[config.mk]
export PLATFORM = sky130hd
export DESIGN_NAME = moving_sum_mc
export DESIGN_NICKNAME = d
export VERILOG_FILES = /design/src/rtl/moving_sum_pkg.sv /design/src/rtl/sample_ring.sv /design/src/rtl/moving_sum_mc.sv
export SDC_FILE = /design/constraint.sdc
export NUM_CORES = 1
export LEC_CHECK = 0
export BUFFER_PORTS_ARGS = -buffer_cell sky130_fd_sc_hd__clkbuf_2
export CORE_UTILIZATION = 45
export CTS_BUF_LIST = sky130_fd_sc_hd__clkbuf_8
export DETAILED_ROUTE_END_ITERATION = 8
export GPL_ROUTABILITY_DRIVEN = 0
export GPL_TIMING_DRIVEN = 0
export PLACE_DENSITY = 0.71
export REMOVE_ABC_BUFFERS = 1
export SLEW_MARGIN = 20
export SYNTH_ARGS = -nofsm -noshare
export SYNTH_HDL_FRONTEND = slang
export SYNTH_SLANG_ARGS = --single-unit
[constraint.sdc]
create_clock -name clk -period 6.2 [get_ports clk]
set_input_delay 1.24 -clock clk [delete_from_list [all_inputs] [get_ports clk]]
set_output_delay 1.24 -clock clk [all_outputs]
set_load 0.005 [all_outputs]
[src/rtl/moving_sum_pkg.sv]
// Shared helpers for the multi-channel moving-window summer.
// MEAN_OUT_EN selects the rounded-mean output; round_shift implements that rounding.
package moving_sum_pkg;

  // Channel index width, never narrower than one bit.
  function automatic int ch_width(input int n);
    return (n > 1) ? $clog2(n) : 1;
  endfunction

  // Round-half-up right shift; a shift of zero passes the value through.
  function automatic logic [63:0] round_shift(input logic [63:0] value, input int shift);
    if (shift <= 0) return value;
    return (value + (64'd1 << (shift - 1))) >> shift;
  endfunction

endpackage

[src/rtl/sample_ring.sv]
// Per-channel sample history: ring storage, write pointer and fill counter.
// Presents the oldest entry of the addressed channel combinationally.
module sample_ring
  import moving_sum_pkg::*;
#(
  parameter int WIDTH    = 16,
  parameter int LEN      = 3,
  parameter int CHANNELS = 4,
  localparam int CHW     = ch_width(CHANNELS)
) (
  input  logic             clk,
  input  logic             flush_i,
  input  logic             we_i,
  input  logic [CHW-1:0]   ch_i,
  input  logic [WIDTH-1:0] data_i,
  output logic [WIDTH-1:0] old_o,
  output logic             full_o
);

  localparam int WINDOW = 1 << LEN;
  localparam int PW     = (LEN > 0) ? LEN : 1;
  localparam logic [LEN:0] FILL_MAX = (LEN + 1)'(WINDOW);

  logic [WIDTH-1:0] ring_q [CHANNELS][WINDOW];
  logic [PW-1:0]    wptr_q [CHANNELS];
  logic [LEN:0]     fill_q [CHANNELS];

  logic [PW-1:0] wptr_d;
  logic [LEN:0]  fill_d;
  logic          was_full;

  always_comb begin
    was_full = (fill_q[ch_i] == FILL_MAX);
    wptr_d   = (LEN == 0) ? '0 : wptr_q[ch_i] + 1'b1;
    fill_d   = was_full ? FILL_MAX : fill_q[ch_i] + 1'b1;
    // Until the window has filled, the slot about to be overwritten holds no
    // real sample, so it reads as zero regardless of its stale contents.
    old_o    = was_full ? ring_q[ch_i][wptr_q[ch_i]] : '0;
    full_o   = (fill_d == FILL_MAX);
  end

  // NOTE: sequential state is assigned with <= so every register samples the
  // pre-edge values; mixing in blocking assignments here would create races.
  always_ff @(posedge clk) begin
    if (flush_i) begin
      for (int c = 0; c < CHANNELS; c++) begin
        wptr_q[c] <= '0;
        fill_q[c] <= '0;
      end
    end else if (we_i) begin
      wptr_q[ch_i] <= wptr_d;
      fill_q[ch_i] <= fill_d;
    end
  end

  // NOTE: the ring itself is deliberately not reset; the fill counter masks
  // every slot not yet written since the last flush, which keeps this a plain
  // memory that can map onto RAM.
  always_ff @(posedge clk) begin
    if (we_i) ring_q[ch_i][wptr_q[ch_i]] <= data_i;
  end

endmodule

[src/rtl/moving_sum_mc.sv]
// Time-multiplexed boxcar summer: one shared add/subtract serves all channels.
// Define MEAN_OUT_EN to output the round-half-up window mean instead of the sum.
module moving_sum_mc
  import moving_sum_pkg::*;
#(
  parameter int WIDTH    = 16,
  parameter int LEN      = 3,
  parameter int CHANNELS = 4,
  localparam int CHW     = ch_width(CHANNELS),
  localparam int SW      = WIDTH + LEN
) (
  input  logic             clk,
  input  logic             reset,
  input  logic             clear,
  input  logic             in_valid,
  input  logic [CHW-1:0]   in_ch,
  input  logic [WIDTH-1:0] in_data,
  output logic             out_valid,
  output logic [CHW-1:0]   out_ch,
  output logic [SW-1:0]    out_sum,
  output logic             out_full
);

  logic flush;
  logic accept;
  logic [WIDTH-1:0] old;
  logic             full_d;

  logic [SW-1:0] sum_q [CHANNELS];
  logic [SW-1:0] sum_d;
  logic [SW-1:0] out_sum_d;

  logic           out_valid_q;
  logic [CHW-1:0] out_ch_q;
  logic [SW-1:0]  out_sum_q;
  logic           out_full_q;

  assign flush  = reset | clear;
  assign accept = in_valid && !flush && (int'(in_ch) < CHANNELS);

  sample_ring #(
    .WIDTH    (WIDTH),
    .LEN      (LEN),
    .CHANNELS (CHANNELS)
  ) u_ring (
    .clk     (clk),
    .flush_i (flush),
    .we_i    (accept),
    .ch_i    (in_ch),
    .data_i  (in_data),
    .old_o   (old),
    .full_o  (full_d)
  );

  // Exact in SW bits: the outgoing sample is always part of the stored sum.
  always_comb begin
    sum_d = sum_q[in_ch] + SW'(in_data) - SW'(old);
`ifdef MEAN_OUT_EN
    out_sum_d = SW'(round_shift(64'(sum_d), LEN));
`else
    out_sum_d = sum_d;
`endif
  end

  always_ff @(posedge clk) begin
    if (flush) begin
      for (int c = 0; c < CHANNELS; c++) sum_q[c] <= '0;
      out_valid_q <= 1'b0;
      out_ch_q    <= '0;
      out_sum_q   <= '0;
      out_full_q  <= 1'b0;
    end else if (accept) begin
      sum_q[in_ch] <= sum_d;
      out_valid_q  <= 1'b1;
      out_ch_q     <= in_ch;
      out_sum_q    <= out_sum_d;
      out_full_q   <= full_d;
    end else begin
      out_valid_q  <= 1'b0;
    end
  end

  assign out_valid = out_valid_q;
  assign out_ch    = out_ch_q;
  assign out_sum   = out_sum_q;
  assign out_full  = out_full_q;

endmodule

### Yosys cells after proc, flatten, opt, wreduce, memory -nomap -nowiden

Memory sizes are Yosys's and may differ from the RTL's.
Index checks and enable logic that the tools add are counted.

* register bits after elaboration: 23
* bits in writable memories: 616
* input port bits: 22
* output and inout bits: 23
* logic and storage cells: 46
* memories: 4

* add/sub/neg operators: 4
* magnitude comparators: 2
* equal/unequal tests: 2
* muxes and demuxes: 22
* bitwise logic cells: 2
* reduce and logical (&&, ||, !) cells: 6

Memories
* u_ring.ring_q: depth 4, width 128, rd ports 1, clocked after memory_dff 0, write ports 1, RTL line sample_ring.sv:24 `logic [WIDTH-1:0] ring_q [CHANNELS][WINDOW];`
* sum_q: depth 4, width 19, rd ports 1, clocked after memory_dff 0, write ports 4, RTL line moving_sum_mc.sv:29 `logic [SW-1:0] sum_q [CHANNELS];`
* u_ring.fill_q: depth 4, width 4, rd ports 1, clocked after memory_dff 0, write ports 4, RTL line sample_ring.sv:26 `logic [LEN:0] fill_q [CHANNELS];`
* u_ring.wptr_q: depth 4, width 3, rd ports 1, clocked after memory_dff 0, write ports 4, RTL line sample_ring.sv:25 `logic [PW-1:0] wptr_q [CHANNELS];`

Operators by type and width (number)
* $mux 128: 1
* $mux 16: 4
* $bmux 16 s3: 1
* $demux 16 s3: 1
* $add 19x16->19: 1
* $mux 19: 1
* $reduce_or 19->1: 1
* $sub 19x16->19: 1
* $eq 4x4->1 const B: 2
* $mux 1: 8
* $mux 4: 2
* $mux 2: 3
* $add 4x1->4 const B: 1
* $ge 4x4->1 const B: 1
* $lt 4x1->1 const B: 1
* $not 3->4: 1
* $reduce_or 4->1: 1
* $add 3x1->3 const B: 1
* $mux 3: 1
* $reduce_or 3->1: 1
* $logic_and 1x1->1: 2
* $logic_not 1->1: 1
* $or 1x1->1: 1

### Logic depth before layout (Yosys ltp)

Gate-level depths: netlist (run 1).

* depth in word-level cells: 8
* gate-level depth with buffers: 20
* mapped depth without buffers: 17

### Hierarchy

A second synthesis (run 1) with hierarchy kept.

* cell total of the unflattened synthesis: 1452
* area total of the unflattened synthesis: 26568.0 um^2

By module, submodules not included
* sample_ring: times used 1, cells an instance 944, area each 21045.2 um^2, sequential area each 16215.6 um^2
* moving_sum_mc: times used 1, cells an instance 508, area each 5522.8 um^2, sequential area each 2742.6 um^2

### Worst setup path after synthesis (run 1)

OpenSTA, ideal clock, no wires.

* path type: input-to-reg
* from: in in_ch[0]
* to: mem sum_q[0][15] in the netlist's numbering (data pin)
* library setup time: 0.275 ns
* arrival time: 5.093 ns
* required time: 5.925 ns
* slack: 0.832 ns
* stages: 19
* path buffers: 4
* cells stage by stage: buf_6 -> buf_8 -> mux4_2 -> inv_1 -> ha_1 -> nand2_1 -> or3_1 -> clkbuf_1 -> buf_2 -> o22ai_1 -> fa_1 -> inv_1 -> ha_1 -> a21o_1 -> a21oi_1 -> a21boi_0 -> o211ai_1 -> nor3b_1 -> nor3_1

RTL lines
* from (decl): RTL line moving_sum_mc.sv:16 `input logic [CHW-1:0] in_ch,`
* to (decl): RTL line moving_sum_mc.sv:29

==> flow_metrics.py, run 1 <==
metrics = {
    "outcome": {
        "status": "complete, no violations",
    },
    "worst_setup_path": {
        "endpoint": "sum_q[1][16]$_SDFFCE_PN0P_",
        "end_kind": "flop",
        "ff2ff_path_depth": 15,
        "r2r_start": "u_ring.wptr_q[3][1]$_DFFE_PP_",
        "startpoint_type": "input pin",
        "crit_type": "in2reg",
        "regToRegSetupSlack_ps": 1220,
        "critPathArrivalTime_ps": 6380,
        "r2r-end": "sum_q[1][16]$_SDFFCE_PN0P_",
        "path_max_fanout": 41,
        "crit_path_start": "in_ch[0]",
        "worstPathRequired_ps": 6590,
    },
    "global_route": {
        "grt_pass1_vias": 14466,
        "grt_pass1_wl_um": 90100,
        "grt_max_degree": 79,
        "grt_overflow": 0,
        "antenna_found_initial": 2,
        "grt_usage_pct": 20.5,
    },
    "routing": {
        "routed_wl_um": 60400,
        "first_iter_violations": 1325,
        "first_pass_iters": 5,
        "drtAntennaViolNets": 0,
        "drt_drc_violations_left": 0,
        "viasPerCell": 5.79,
        "vias": 14159,
        "wl_per_cell_um": 24.7,
    },
    "synth": {
        "synth_compound_area_share_pct": 3.16,
        "synth_common_cells": "edfxtp_1 (616), mux4_2 (146), nor2_1 (146), inv_1 (80), a21oi_1 (56)",
        "avgSynthCellArea_um2": 18.0,
        "synth_edf_count": 616,
        "yosys_warnings": 0,
        "yosysMostFrequentCell": "edfxtp_1",
        "synth_area_mm2": 0.0267,
        "synth_top_family_by_area": "multiplexers",
        "muxShareOfSynthArea_pct": 15.8,
        "synth.distinct_cells": 55,
        "synth_cells": 1487,
        "synth_fa_ha_area_share_pct": 2.23,
        "yosysSeqAreaShare_pct": 71.0,
        "synth_flop_cell": "edfxtp_1",
        "synthXorXnorAreaFrac_pct": 0.426,
        "synth_area_leader_cell": "edfxtp_1",
        "synth_simple_gate_area_share_pct": 4.52,
        "synth_top_cell_area_share_pct": 69.3,
        "synthTopCellsByArea": "edfxtp_1 (69%), mux4_2 (12%), nor2_1 (2.1%), dfxtp_1 (1.7%), mux2i_1 (1.4%)",
        "yosys_register_bits": 639,
        "synthArstFlopShare_pct": 0,
    },
    "floorplanning": {
        "std_cell_rows": 88,
        "die_w_um": 246,
        "die-area_mm2": 0.0603,
        "ioPinCount": 45,
        "coreArea_mm2": 0.0581,
        "initial_core_util_pct": 45.9,
        "die_h_um": 246,
    },
    "clocking": {
        "cts_num_sinks": 639,
        "cts_buffer_depth": 3,
        "htreeDepth": 3,
        "clk_root_buffer_cell": "clkbuf_8",
        "postCtsHoldBufs": 0,
        "cts_buffers": 98,
        "clk_latency_ps": 710,
        "cts_tree": "yes",
        "cts.clk_slew.worst_paths_ps": 60,
    },
    "timing": {
        "finalSetupViolCount": 0,
        "fmax_mhz": 167,
        "report.final.slew_viol_count": 0,
        "hold_viol": 0,
        "fin_crit_sh_pct": 96.7,
        "period_needed_ps": 5990,
        "finalClockSkew_ps": 42.9,
        "timing.slew.headroom_pct": 30.5,
        "worst_pin_slew_ps": 1040,
        "fin_setup_tns_ps": 0,
    },
    "power_and_ir_drop": {
        "vdd_drop_max_uv": 259,
        "power.leakage_uw": 0.0103,
        "cellPowerDensity_mw_per_mm2": 301,
        "finalPower_uw": 9100,
    },
    "hold_path": {
        "hold_path.class": "reg2reg",
    },
    "cells_and_area": {
        "area_growth_pct": 13.1,
        "n_fill_cell": 4570,
        "drive_gt1_share_pct": 27.3,
        "final_area_mm2": 0.0302,
        "regArea_mm2": 0.0190,
        "final_nets": 1660,
        "multi_input_area_mm2": 0.00724,
    },
    "placed_design": {
        "dpl.hpwl_um": 36800,
        "place_area_mm2": 0.0282,
        "numPortBuffers": 44,
    },
    "flow_run": {
        "cap_violations": 0,
    },
}
## state kept, by name, summed over array words and instances (netlist names)
register,cells
u_ring.ring_q,512
sum_q,76
out_sum,19
u_ring.fill_q,16
u_ring.wptr_q,12
out_ch,2
out_full,1
out_valid,1
## per-stage QoR
stage / utilization (%) / setup slack, ps / instances / hold WS [ps]
final: 52.0 / 206 / 2445 / 454
after global routing: 52.0 / -22.5 / 2444 / 479
after CTS: 51.8 / 28.2 / 2443 / 456
after detailed placement: 48.5 / -1790 / 2258 / 448
after global placement: 47.2 / -6760 / 2213 / 438
after floorplan: - / 509 / 1404 / 439
## cells by family after synthesis
logic type / count (synthesis)
multiplexers: 222
adder cells (fa/ha/maj): 38
XOR/XNOR: 13
flip-flops: 639
AO/OA/AOI/OAI: 135
buffers and inverters: 163
AND/OR/NAND/NOR: 277
## timing repair
item                       in CTS  in global routing
setup endpoints to repair      74                 47
buffers inserted                4                  0
pin swaps                       1                  1
gates resized for setup         8                 21
gates cloned                    3                  0
## worst min-delay path by stage
stage / start / cells after the start / endpoint / slack (ps)
final: out_sum[18]$_SDFFE_PP0P_ / 2 / out_sum[18]$_SDFFE_PP0P_ / 450
after global routing: out_sum[6]$_SDFFE_PP0P_ / 2 / out_sum[6]$_SDFFE_PP0P_ / 480
after CTS: out_sum[18]$_SDFFE_PP0P_ / 2 / out_sum[18]$_SDFFE_PP0P_ / 460
after detailed placement: out_sum[18]$_SDFFE_PP0P_ / 2 / out_sum[18]$_SDFFE_PP0P_ / 450
after global placement: out_sum[6]$_SDFFE_PP0P_ / 2 / out_sum[6]$_SDFFE_PP0P_ / 440
after floorplan: out_sum[6]$_SDFFE_PP0P_ / 2 / out_sum[6]$_SDFFE_PP0P_ / 440
## area by class of cell
class | instances | share of cell area, %
multi-input cells | 686 | 24.0
clock buffers | 103 | 4.69
clock inverters | 75 | 1.13
well taps | 765 | 3.17
inverters | 80 | 0.994
flip-flops and latches | 639 | 62.8
diodes | 2 | 0.0166
repair buffers | 95 | 3.26
## power by group
group | switching, uW | internal [uW] | leakage [uW]
clock | 1590 | 1580 | 0.00103
sequential | 24.4 | 4810 | 0.00595
combinational | 691 | 403 | 0.00333
total | 2310 | 6790 | 0.0103
## layout by cell type, fill, tap and decap left out, types with 6 or more instances in the layout
cell and instances:
edfxtp_1 616, mux4_2 145, nor2_1 117, inv_1 114
clkbuf_8 105, a21oi_1 49, nand2_1 47, clkbuf_2 42
mux2i_1 38, nor2_2 30, mux2_2 30, clkinv_1 27
dfxtp_1 23, ha_1 21, nor3_1 20, fa_1 16
buf_6 15, o22ai_1 14, buf_8 13, nand3_1 11
o21ai_0 11, buf_4 10, nand4_1 9, clkinv_2 9
mux4_1 8, o21a_1 8, xnor2_1 7, buf_16 7
a21oi_2 6, a21o_1 6, a211o_1 6, nand2b_1 6
## routing by layer
metal | track usage, % | up-vias | routed length (um)
met1 | 27.2 | 7335 | 24300
li1 | - | 6111 | -
met4 | 8.57 | 0 | 1950
met3 | 3.38 | 116 | 4070
met5 | 0 | - | 0
met2 | 33.7 | 597 | 30100
## critical path, stage by stage
cell      delay (ps)
clkbuf_8         290
buf_16           270
buf_16           260
mux4_4           740
buf_16           230
mux2_2           320
a21oi_2          260
o22ai_1          210
fa_1             540
inv_1             70
fa_1             480
a21o_1           200
a21oi_1          330
o31a_1           270
o311ai_1         160
xnor2_1          180
buf_4            160
nor2_1            50
(Power assumes the default switching activity.)
==> run 2, diff against run 1 <==
--- a/config.mk
+++ b/config.mk
@@ -6,13 +6,14 @@
 export NUM_CORES = 1
 export LEC_CHECK = 0
 export BUFFER_PORTS_ARGS = -buffer_cell sky130_fd_sc_hd__clkbuf_2
-export CORE_UTILIZATION = 45
+export CORE_UTILIZATION = 60
 export CTS_BUF_LIST = sky130_fd_sc_hd__clkbuf_8
 export DETAILED_ROUTE_END_ITERATION = 8
 export GPL_ROUTABILITY_DRIVEN = 0
 export GPL_TIMING_DRIVEN = 0
-export PLACE_DENSITY = 0.71
+export PLACE_DENSITY = 0.83
 export REMOVE_ABC_BUFFERS = 1
+export SETUP_SLACK_MARGIN = 0.2
 export SLEW_MARGIN = 20
 export SYNTH_ARGS = -nofsm -noshare
 export SYNTH_HDL_FRONTEND = slang
==> run 2 against run 1 <==
Net effect:
- critical path depth fell by 1
- clock-buffer cell count is 7 lower
- largest cell class unchanged
- largest power group unchanged
- non-clock buffer count shrank 2
- final area is 0.82% lower
- critical path type unchanged
- via count is 3.4% higher
- global-route usage grew 7.6 points
- sequential share of layout area grew 0.52 points
- core utilization grew 17 points
- first-iteration DRC count grew 43%
==> flow_metrics.py, run 2 (synthesis results as in run 1) <==
metrics = {
    "outcome": {
        "status": "complete, no violations",
    },
    "worst_setup_path": {
        "crit_chain": "clkbuf_16 > buf_16 > mux4_4 > buf_16 > mux2i_1 > nor2_1 > a21oi_1 > o22ai_1 > fa_1 > inv_1 > ha_1 > nand2_1 > o31a_1 > o311ai_0 > xnor2_1 > buf_4 > nor2_1",
        "startpoint_type": "input pin",
        "path_max_fanout": 80,
        "cp_slowest_cell": "mux4_4",
        "crit_buf_inv": 5,
        "end_kind": "flop",
        "critPathArrivalTime_ps": 6240,
        "worstPathRequired_ps": 6560,
        "slowest_delay_ps": 580,
        "cpLargestDelayFamily": "compound AO/OA/AOI/OAI gates",
        "crit_type": "in2reg",
    },
    "placed_design": {
        "numPortBuffers": 44,
        "place_area_mm2": 0.0279,
        "dpl.hpwl_um": 37000,
    },
    "routing": {
        "drtAntennaViolNets": 0,
        "viasPerCell": 6.50,
        "first_pass_iters": 5,
        "routed_wl_um": 62200,
        "first_iter_violations": 1894,
        "wl_per_cell_um": 27.7,
        "drt_drc_violations_left": 0,
        "vias": 14639,
    },
    "cells_and_area": {
        "largest_reg_flops": 512,
        "area_growth_pct": 12.2,
        "drive_gt1_share_pct": 27.5,
        "final_nets": 1652,
        "final_cell_mix": "edfxtp_1 (616), mux4_2 (145), nor2_1 (117)",
        "final_area_mm2": 0.0300,
        "final_common_cell": "edfxtp_1",
    },
    "floorplanning": {
        "std_cell_rows": 76,
        "initial_core_util_pct": 61.4,
        "die-area_mm2": 0.0453,
        "die_h_um": 213,
        "ioPinCount": 45,
        "coreArea_mm2": 0.0435,
        "die_w_um": 213,
    },
    "timing": {
        "fmax_mhz": 170,
        "fin_setup_tns_ps": 0,
        "finalSetupViolCount": 0,
        "fin_crit_sh_pct": 94.9,
        "worst_pin_slew_ps": 1190,
        "report.final.slew_viol_count": 0,
        "rsz0062_at_grt": "no",
        "period_needed_ps": 5880,
        "hold_viol": 0,
        "timing.slew.headroom_pct": 20.6,
        "finalClockSkew_ps": 50.4,
    },
    "power_and_ir_drop": {
        "intPower_uw": 6820,
        "pwr-share-seq_pct": 52.9,
        "p_comb_share_pct": 12.1,
        "p_clk_share_pct": 35.0,
        "power.leakage_uw": 0.0103,
        "p_switching_uw": 2310,
        "finalPower_uw": 9140,
        "cellPowerDensity_mw_per_mm2": 305,
        "swShare_pct": 25.3,
        "vdd_drop_max_uv": 276,
    },
    "global_route": {
        "grt_pass1_wl_um": 90500,
        "grt_pass1_vias": 14904,
        "grt_usage_pct": 28.1,
        "grt_overflow": 0,
        "antenna_found_initial": 1,
        "grt_max_degree": 85,
    },
    "clocking": {
        "cts_buffer_depth": 3,
        "clk_root_buffer_cell": "clkbuf_8",
        "clk_latency_ps": 690,
        "cts_num_sinks": 639,
        "postCtsHoldBufs": 0,
        "cts_tree": "yes",
        "cts.clk_slew.worst_paths_ps": 60,
        "htreeDepth": 3,
        "cts_buffers": 92,
    },
    "hold_path": {
        "hold_path.class": "reg2reg",
    },
    "flow_run": {
        "cap_violations": 0,
    },
}
[run 2: changes by cell type in the layout (fill, tap and decap cells not counted), moves of 2 or more]
cell,delta
buf_8,+8
clkinv_2,+7
clkbuf_16,+3
clkbuf_8,-9
a21oi_2,-2
inv_1,-16
buf_4,-3
buf_6,-7
a21oi_1,+2
bufinv_16,+3
[run 2: worst min-delay path, cell delays in order (launching register included)]
cell	delay [ps]
dfxtp_1	310
nand2_1	50
nand2_1	40
[run 2: final cells by class]
class | instances | area (um2)
clock inverter | 70 | 418
inverter | 80 | 300
clock buffer | 96 | 1320
multi-input combinational | 686 | 7210
antenna | 2 | 5.00
timing repair buffer | 93 | 1010
fill | 2611 | 13500
tap | 585 | 732
sequential | 639 | 19000
[run 2: power groups by stage]
stage | Clock (uW) | Combinational [uW] | Sequential, uW
6_report | 3200 | 1110 | 4840
5_1_grt | 3390 | 1180 | 4840
4_1_cts | 3220 | 1050 | 4840
3_5_place_dp | 0 | 1020 | 4920
3_3_place_gp | 0 | 1010 | 4920
2_1_floorplan | 0 | 631 | 4920
[run 2: metal layers]
layer	routed length, um	vias up	part of all wire (%)	global-route usage [%]
li1	-	6081	-	-
met1	22300	7514	36	36.9
met2	31800	889	51	46.0
met3	5970	153	9.6	5.63
met4	2160	2	3.5	12.6
met5	10	-	0.016	0
[run 2: timing repair]
item,CTS,global route
endpoints found under the hold margin,0,0
cloned,3,2
setup buffers,2,0
endpoints found under the setup margin,75,50
pin swaps,1,0
resized for setup,8,17
[run 2: path summary, 6_finish.rpt]
check	slack (ps)	to	cells after the start	startpoint
min reg2reg	450	out_sum[6]$_SDFFE_PP0P_	2	out_sum[6]$_SDFFE_PP0P_
max reg2reg	1020	sum_q[0][16]$_SDFFCE_PN0P_	15	u_ring.wptr_q[3][1]$_DFFE_PP_
max	320	sum_q[0][16]$_SDFFCE_PN0P_	17	in_ch[1]
min	450	out_sum[6]$_SDFFE_PP0P_	2	out_sum[6]$_SDFFE_PP0P_
[run 2: metrics by stage]
stage               cells  setup slack [ps]  utilization, %  hold slack (ps)
floorplan            1404               509               -              439
global placement     2033             -6560            62.6              440
detailed placement   2076             -1620            64.3              437
CTS                  2247               235            68.7              447
global route         2249               135            68.9              455
finish               2251               319            68.9              453
==> run 3, diff against run 2 <==
--- a/config.mk
+++ b/config.mk
@@ -12,6 +12,7 @@
 export GPL_ROUTABILITY_DRIVEN = 0
 export GPL_TIMING_DRIVEN = 0
 export PLACE_DENSITY = 0.83
+export RECOVER_POWER = 100
 export REMOVE_ABC_BUFFERS = 1
 export SETUP_SLACK_MARGIN = 0.2
 export SLEW_MARGIN = 20
==> run 3 against run 2 <==
Net effect:
- the run now ends with capacitance limit, slew limit left
- routed wire length increased by 0.12%
- global-route usage did not move
- highest routed layer is now met4
- first-iteration DRC count down 5.3%
- worst setup slack got worse by 130 ps
- fmax shrank 2.2%
- via count is 0.20% lower
- die area is the same
- clock-buffer cell count is the same
- combinational power is essentially flat
- core utilization fell by 1.3 points
==> flow_metrics.py, run 3 (synthesis results as in run 1) <==
metrics = {
    "outcome": {
        "status": "complete, but fails checks",
        "violations": "capacitance limit, slew limit",
    },
    "placed_design": {
        "post-place-ws_ps": -1620,
        "place_area_mm2": 0.0279,
        "dpl.hpwl_um": 37000,
        "numPortBuffers": 44,
    },
    "routing": {
        "wl_met1_um": 22700,
        "vias": 14609,
        "wl_per_cell_um": 27.7,
        "first_iter_violations": 1793,
        "routed_wl_um": 62300,
        "first_pass_iters": 5,
        "viasPerCell": 6.49,
        "met3_length_um": 5850,
        "drtAntennaViolNets": 0,
        "drt_drc_violations_left": 0,
        "dr.max_layer_used": "met4",
        "wl_met2_um": 31600,
    },
    "timing": {
        "hold_viol": 0,
        "fin_setup_tns_ps": 0,
        "setup_ws_ps": 186,
        "finalSetupViolCount": 0,
        "worst_pin_slew_ps": 1910,
        "rsz0062_at_grt": "no",
        "report.final.slew_viol_count": 438,
        "timing.slew.headroom_pct": -27.3,
        "period_needed_ps": 6010,
        "fin_crit_sh_pct": 97.0,
        "finalClockSkew_ps": 48.6,
        "whs_ps": 451,
        "fmax_mhz": 166,
    },
    "clocking": {
        "cts.clk_slew.worst_paths_ps": 60,
        "clk_root_buffer_cell": "clkbuf_8",
        "clk_latency_ps": 690,
        "cts_buffers": 92,
        "cts_num_sinks": 639,
        "postCtsHoldBufs": 0,
        "cts_tree": "yes",
        "cts_buffer_depth": 3,
        "htreeDepth": 3,
    },
    "cells_and_area": {
        "final_cell_mix": "edfxtp_1 (616), nor2_1 (147), mux4_2 (145)",
        "final_area_mm2": 0.0294,
        "final_common_cell": "edfxtp_1",
        "final_nets": 1652,
        "area_growth_pct": 10.1,
        "largest_reg_flops": 512,
        "drive_gt1_share_pct": 20.0,
    },
    "floorplanning": {
        "ioPinCount": 45,
        "die_h_um": 213,
        "std_cell_rows": 76,
        "initial_core_util_pct": 61.4,
        "coreArea_mm2": 0.0435,
        "die_w_um": 213,
        "die-area_mm2": 0.0453,
    },
    "hold_path": {
        "hold_path.class": "reg2reg",
        "hp-start": "out_sum[6]$_SDFFE_PP0P_",
        "min_to": "out_sum[6]$_SDFFE_PP0P_",
        "hold_depth": 2,
    },
    "global_route": {
        "grt_max_degree": 85,
        "grt_pass1_vias": 14904,
        "grt_pass1_wl_um": 90500,
        "grt_usage_pct": 28.1,
        "grt_overflow": 0,
        "antenna_found_initial": 1,
    },
    "worst_setup_path": {
        "cp_slowest_cell": "mux4_4",
        "r2r-end": "sum_q[0][12]$_SDFFCE_PN0P_",
        "slowest_delay_ps": 780,
        "crit_type": "in2reg",
        "r2r_start": "u_ring.wptr_q[3][1]$_DFFE_PP_",
        "crit_chain": "clkbuf_16 > buf_16 > mux4_4 > buf_12 > mux2i_1 > nor2_1 > a21oi_1 > o22ai_1 > ha_1 > inv_1 > ha_1 > fa_1 > a21o_1 > a31o_2 > a21oi_1 > o21ai_1 > xnor2_1 > nor2_1",
        "ff2ff_path_depth": 16,
        "end_kind": "flop",
        "worstPathRequired_ps": 6560,
        "regToRegSetupSlack_ps": 880,
        "startpoint_type": "input pin",
        "critPathArrivalTime_ps": 6370,
        "path_max_fanout": 30,
    },
    "power_and_ir_drop": {
        "vdd_drop_max_uv": 272,
        "power.leakage_uw": 0.00990,
        "cellPowerDensity_mw_per_mm2": 310,
    },
    "flow_run": {
        "cap_violations": 17,
    },
}
## run 3: cell types whose count changed in the layout (fill, tap and decap cells not counted), sizes merged
cell | before | now
buf | 46 | 8
clkbuf | 141 | 179
diode | 2 | 1
## run 3: power breakdown
group / switching [uW] / leakage (uW) / internal, uW
Clock: 1580 / 0.000965 / 1610
Combinational: 693 / 0.00298 / 383
Sequential: 25.9 / 0.00595 / 4810
Total: 2300 / 0.00990 / 6810
## run 3: per-stage QoR
step,total power (uW),util (%),cells
detailed placement,5940,64.3,2076
finish,9110,67.7,2250
global route,9380,67.7,2250
floorplan,5550,-,1404
CTS,9100,68.7,2247
global placement,5930,62.6,2033
## run 3: how the worst max path moves through the flow
stage                  start  slack, ps                    endpoint  cells after the start
floorplan           in_ch[0]        510  sum_q[0][17]$_SDFFCE_PN0P_                     13
global placement    in_ch[0]      -6560  sum_q[0][17]$_SDFFCE_PN0P_                     15
detailed placement  in_ch[0]      -1620  sum_q[0][17]$_SDFFCE_PN0P_                     17
CTS                 in_ch[0]        230  sum_q[0][12]$_SDFFCE_PN0P_                     16
global route        in_ch[0]        110   sum_q[1][9]$_SDFFCE_PN0P_                     18
finish              in_ch[0]        190  sum_q[0][12]$_SDFFCE_PN0P_                     18
## run 3: area by class of cell
cell class              instances  area [um2]
clock inverters                70         418
repair buffers                 93         621
diodes                          1        2.50
inverters                      80         300
flip-flops and latches        639       19000
clock buffers                  96        1320
multi-input cells             686        7060
fillers                      2724       14000
well taps                     585         732
## run 3: layer usage
metal / up-vias / GRT usage (%)
li1: 6079 / -
met1: 7472 / 36.9
met2: 899 / 46.0
met3: 159 / 5.63
met4: 0 / 12.6
met5: - / 0
## run 3: worst max-delay path: cells and delay by family
| family | cells | cell delay [ps] |
|---|---|---|
| XOR/XNOR | 1 | 440 |
| AO/OA/AOI/OAI | 6 | 1540 |
| AND/OR/NAND/NOR | 2 | 190 |
| adder cells (fa/ha/maj) | 3 | 940 |
| multiplexers | 2 | 1150 |
| buffers and inverters | 4 | 790 |
## run 3: timing repair
action,in CTS,in global routing
pin swaps,1,0
cloned,3,2
setup buffers,2,0
endpoints found under the setup margin,75,50
hold endpoints to repair,0,0
gates resized for setup,8,17
